$ cat src/rtl/prv664_mscoreboard.sv
// Multi-port register scoreboard: dispatch marks registers busy with an owner itag, commit/flush clear them.
// Optional PRV664_SCB_COMMIT_BYPASS_EN: a qualifying commit also clears busy_o combinationally in the same cycle.
module prv664_mscoreboard #(
  parameter  int NREG           = 32,
  parameter  int IDLEN          = 8,
  parameter  int NWR            = 2,
  parameter  int NCM            = 2,
  parameter  int ITAG_CHECK     = 1,
  parameter  int ZERO_HARDWIRED = 1,
  localparam int IW             = $clog2(NREG),
  localparam int CW             = $clog2(NREG + 1)
) (
  input  logic                  clk_i,
  input  logic                  arst_i,
  input  logic                  flush_i,
  input  logic [NWR-1:0]        upd_valid_i,
  input  logic [NWR*IW-1:0]     upd_rdindex_i,
  input  logic [NWR*IDLEN-1:0]  upd_itag_i,
  input  logic [NCM-1:0]        cm_valid_i,
  input  logic [NCM-1:0]        cm_wren_i,
  input  logic [NCM*IW-1:0]     cm_rdindex_i,
  input  logic [NCM*IDLEN-1:0]  cm_itag_i,
  output logic [NREG-1:0]       busy_o,
  output logic [NREG*IDLEN-1:0] itag_o,
  output logic [CW-1:0]         busy_cnt_o
);

  logic [NREG-1:0]  busy_q, busy_d;
  logic [IDLEN-1:0] itag_q [NREG];
  logic [IDLEN-1:0] itag_d [NREG];
  logic [NREG-1:0]  upd_hit, cm_hit;
  logic [CW-1:0]    cnt_q, cnt_d;

  // Indices >= NREG can never equal IW'(i) for i < NREG, so out-of-range
  // updates and commits fall through without an explicit bounds check.
  always_comb begin
    busy_d  = busy_q;
    upd_hit = '0;
    cm_hit  = '0;
    for (int i = 0; i < NREG; i++) begin
      itag_d[i] = itag_q[i];
    end

    for (int i = 0; i < NREG; i++) begin
      // Ascending port order leaves the youngest hitting port's itag in place.
      for (int k = 0; k < NWR; k++) begin
        if (upd_valid_i[k] && (upd_rdindex_i[k*IW +: IW] == IW'(i))) begin
          upd_hit[i] = 1'b1;
          itag_d[i]  = upd_itag_i[k*IDLEN +: IDLEN];
        end
      end
      for (int c = 0; c < NCM; c++) begin
        if (cm_valid_i[c] && cm_wren_i[c] && (cm_rdindex_i[c*IW +: IW] == IW'(i)) &&
            ((ITAG_CHECK == 0) || (cm_itag_i[c*IDLEN +: IDLEN] == itag_q[i]))) begin
          cm_hit[i] = 1'b1;
        end
      end
      if ((ZERO_HARDWIRED != 0) && (i == 0)) begin
        upd_hit[i] = 1'b0;
        cm_hit[i]  = 1'b0;
        itag_d[i]  = itag_q[i];
      end

      if (flush_i) begin
        busy_d[i] = 1'b0;
        itag_d[i] = itag_q[i];
      end else if (upd_hit[i]) begin
        busy_d[i] = 1'b1;
      end else begin
        itag_d[i] = itag_q[i];
        if (cm_hit[i]) begin
          busy_d[i] = 1'b0;
        end
      end
    end

    cnt_d = '0;
    for (int i = 0; i < NREG; i++) begin
      cnt_d = cnt_d + CW'(busy_d[i]);
    end
  end

  always_ff @(posedge clk_i or posedge arst_i) begin
    if (arst_i) begin
      busy_q <= '0;
      cnt_q  <= '0;
      for (int i = 0; i < NREG; i++) begin
        itag_q[i] <= '0;
      end
    end else begin
      busy_q <= busy_d;
      cnt_q  <= cnt_d;
      for (int i = 0; i < NREG; i++) begin
        itag_q[i] <= itag_d[i];
      end
    end
  end

`ifdef PRV664_SCB_COMMIT_BYPASS_EN
  // A same-cycle update re-owns the register, and flush clears next cycle anyway.
  assign busy_o = busy_q & ~(cm_hit & ~upd_hit & {NREG{~flush_i}});
`else
  assign busy_o = busy_q;
`endif

  assign busy_cnt_o = cnt_q;

  for (genvar g = 0; g < NREG; g++) begin : g_itag
    assign itag_o[g*IDLEN +: IDLEN] = itag_q[g];
  end

endmodule

$ cat config.mk
export PLATFORM = sky130hd
export DESIGN_NAME = prv664_mscoreboard
export DESIGN_NICKNAME = d
export VERILOG_FILES = /design/src/rtl/prv664_mscoreboard.sv
export SDC_FILE = /design/constraint.sdc
export NUM_CORES = 1
export LEC_CHECK = 0
export CORE_ASPECT_RATIO = 0.6
export CORE_UTILIZATION = 50
export CTS_CLUSTER_DIAMETER = 200
export DETAILED_ROUTE_END_ITERATION = 7
export GPL_TIMING_DRIVEN = 0
export MAX_ROUTING_LAYER = met4
export PLACE_DENSITY = 0.76
export SYNTH_ARGS = -nofsm -noshare
export SYNTH_HDL_FRONTEND = slang
export SYNTH_SLANG_ARGS = --single-unit
$ cat constraint.sdc
create_clock -name clk_i -period 20.8 [get_ports clk_i]
set_clock_uncertainty 0.1 [all_clocks]
set_input_delay 2.08 -clock clk_i [delete_from_list [all_inputs] [get_ports clk_i]]
set_output_delay 2.08 -clock clk_i [all_outputs]
set_load 0.02 [all_outputs]
==> metrics <==
final setup TNS=0 ns; cell leakage power=10.1 nW; latest clock arrival within the worst-skew pair=0.61 ns; Reg2Reg Setup Slack=14.49 ns; fin nets=2,650; status=finished, violations left; share of layout cells above drive strength 1=12.6%; Post-synth EDFFs=0; routed len/inst=32.8 um; max-cap viol count=3; predominant post-synthesis flop cell=dfrtp_1; Slew headroom=-9.76%; slowest stage delay, CP=0.97 ns; first-pass GRT wire length=144 mm; fin cells=3,144; CTS tree=done; DRT Pass-1 Iters=6; WHS Path Cells=1; min Tclk post-route=9.15 ns; DP HPWL=74.3 mm; Initial Util=51.4%; GRT overflow=0; largest area contributor in the netlist=dfrtp_1; CTS clock-pin slew for the worst setup and hold paths=0.07 ns; vias in the first global route=19,500; Routed Wire Length=103 mm; Netlist cell types=49; ranking of synthesized cells by area=dfrtp_1 (34%), xnor2_1 (21%), mux2i_1 (9.5%), mux2_2 (4.9%), a21oi_1 (4.8%); R2R cell count=20; CTS max path bufs=3; CTS Buf Count=30; synth warn=0; final core area utilization=63.9%; top-area cell type share of the netlist area=34.0%; Core ar.=40,900 um2; area delta synth->final=24.4%; Critical Path Fanout Max=10; HP Start=busy_o[0]; Vert. Die Dim=161 um; Reg-to-Reg Start=itag_o[216]; Hold WC Path Type=flip-flop to flip-flop; Cells after Synth=2,189; die area=42,900 um2; cell breakdown of the critical path=clkdlybuf4s50_1 -> inv_1 -> clkbuf_1 -> clkbuf_1 -> o311ai_0 -> o21ba_2 -> fa_1 -> fa_1 -> inv_1 -> fa_1 -> inv_1 -> fa_1 -> fa_1 -> inv_1 -> fa_1 -> ha_1 -> inv_1 -> fa_1 -> inv_1 -> a21o_1 -> a21oi_1 -> xnor2_1; Place WS=11.34 ns; Hold EP=busy_o[0]; Max H-tree Level=1; IO Port Bufs=328; clk sinks=286; placed cells=3,086; period utilization=44.0%; Resize count post-CTS=0; Syn Area/Cell=9.61 um2; cell mode on critical path=fa_1; sequential fraction of the synthesis area=34.0%; Via density=6.55; Worst Path Required=21.21 ns; Chip Width=267 um; FMAX=0.109 GHz; antenna viol nets, final=0; Worst Slack Setup Final=11.65 ns; # setup viols final=0; I/O pin count=355; synthesis-stage register bit count=286; count leader, synth=xnor2_1; initial antenna violation count=5; Mapped Area=21,000 um2; Slowest-stage cell, CP=clkbuf_1; nature of the critical path endpoint=flip-flop; Initial DRC Count=3,625; Worst EP arrival=9.56 ns; worst setup path startpoint=flush_i; most common library cells after synthesis=xnor2_1 (499), dfrtp_1 (286), nor2_1 (205); GPL Wtd Cong=1.06; Slew Viols, Final=22; type of origin of the critical path=input pin; Worst Max-Slew Pin Slew=1.65 ns; failing checks=max-capacitance violations, max-slew violations; Clock Tree Root=clkbuf_16; routed vias=20,600; hold_buf cts=0; Row Count=57; pwr/cell area=99.5 nW/um2; RSZ-0062 raised after global routing=no; largest net degree at the start of global routing=128; Hold Violations, Final=0; gr usage total=48.8%; Worst IR Drop VDD=96.1 uV; DRC Markers=0; Post-CTS Setup Repair Bufs=0; r2r endpoint=busy_cnt_o[4]; Crit Path Category=input pin to flip-flop; asr flop ratio synth=100%
-- final cells by class --
type	count	area (um2)
diodes	3	7.51
fillers	3441	14800
well taps	560	701
clock buffers	43	881
clock inverters	12	169
multi-input cells	1668	12800
inverters	27	109
flip-flops and latches	286	7160
plain buffers	215	1060
repair buffers	330	3340
-- worst max-delay path by stage --
stage               slack [ns]  cells past startpoint            end
floorplan                10.73                      1  busy_cnt_o[0]
global placement          6.81                      2     itag_o[44]
detailed placement       11.34                     22  busy_cnt_o[4]
CTS                      11.94                     22  busy_cnt_o[4]
global route             11.72                     22  busy_cnt_o[4]
finish                   11.65                     22  busy_cnt_o[4]
-- critical path, delay by kind of cell --
kind                     cells  cell delay (ns)
XOR/XNOR                     1             0.17
AO/OA/AOI/OAI                4             0.97
buffers and inverters        9             2.74
adder cells (fa/ha/maj)      8             3.57
-- per-stage QoR --
step,power (mW),hold slack [ns],cell area [um2]
after floorplan,1.49,0.567,21100
after CTS,2.57,0.506,26200
after global placement,1.95,0.503,25100
final,2.60,0.510,26200
after global routing,2.68,0.523,26200
after detailed placement,1.98,0.493,25100
-- flip-flops by register name, indices dropped and copies added (netlist names) --
register	flops
busy_cnt_o	6
busy_o	32
itag_o	248
-- kinds of logic (layout without fill, tap and decap cells) --
kind of cell	after synthesis	after routing	share of synthesized area [%]
AND/OR/NAND/NOR	524	524	12.9
XOR/XNOR	499	499	20.8
flip-flops	286	286	34.0
other	1	11	0.0178
buffers and inverters	242	627	5.50
adder cells (fa/ha/maj)	31	31	2.70
multiplexers	296	296	14.7
AO/OA/AOI/OAI	310	310	9.39
-- metal layers --
metal | global-route usage [%] | vias up | wire length (um)
met1 | 66.8 | 10100 | 41200
li1 | - | 8261 | -
met4 | 19.9 | 0 | 5050
met2 | 64.6 | 1886 | 41300
met5 | - | - | 0
met3 | 17.2 | 360 | 15700
-- cells in the final DEF (no fill, tap or decap), types with 5 or more instances in the layout --
| cell type | n |
|---|---|
| xnor2_1 | 499 |
| a21oi_4 | 6 |
| nand4_1 | 119 |
| and4bb_2 | 5 |
| nor2_2 | 12 |
| clkdlybuf4s50_1 | 328 |
| nor3_1 | 28 |
| o21ba_2 | 13 |
| nor2b_1 | 22 |
| o311ai_0 | 27 |
| mux2i_1 | 200 |
| nand3_1 | 62 |
| ha_1 | 7 |
| conb_1 | 8 |
| inv_1 | 26 |
| dfrtp_1 | 286 |
| buf_2 | 94 |
| clkbuf_16 | 31 |
| clkbuf_8 | 6 |
| mux2_2 | 92 |
| a22o_1 | 23 |
| nor2_1 | 205 |
| nand2_1 | 24 |
| a21oi_1 | 202 |
| and4b_1 | 6 |
| buf_4 | 33 |
| clkinv_2 | 5 |
| clkbuf_1 | 88 |
| fa_1 | 24 |
| and3b_1 | 5 |
| o21bai_1 | 27 |
-- power breakdown --
group	leakage (nW)	total (mW)	switching, mW	internal, mW
clock network	0.513	0.600	0.257	0.343
registers	3.54	0.931	0.245	0.686
logic	6.03	1.07	0.548	0.526
No activity file was read; power rests on OpenSTA's default activity.
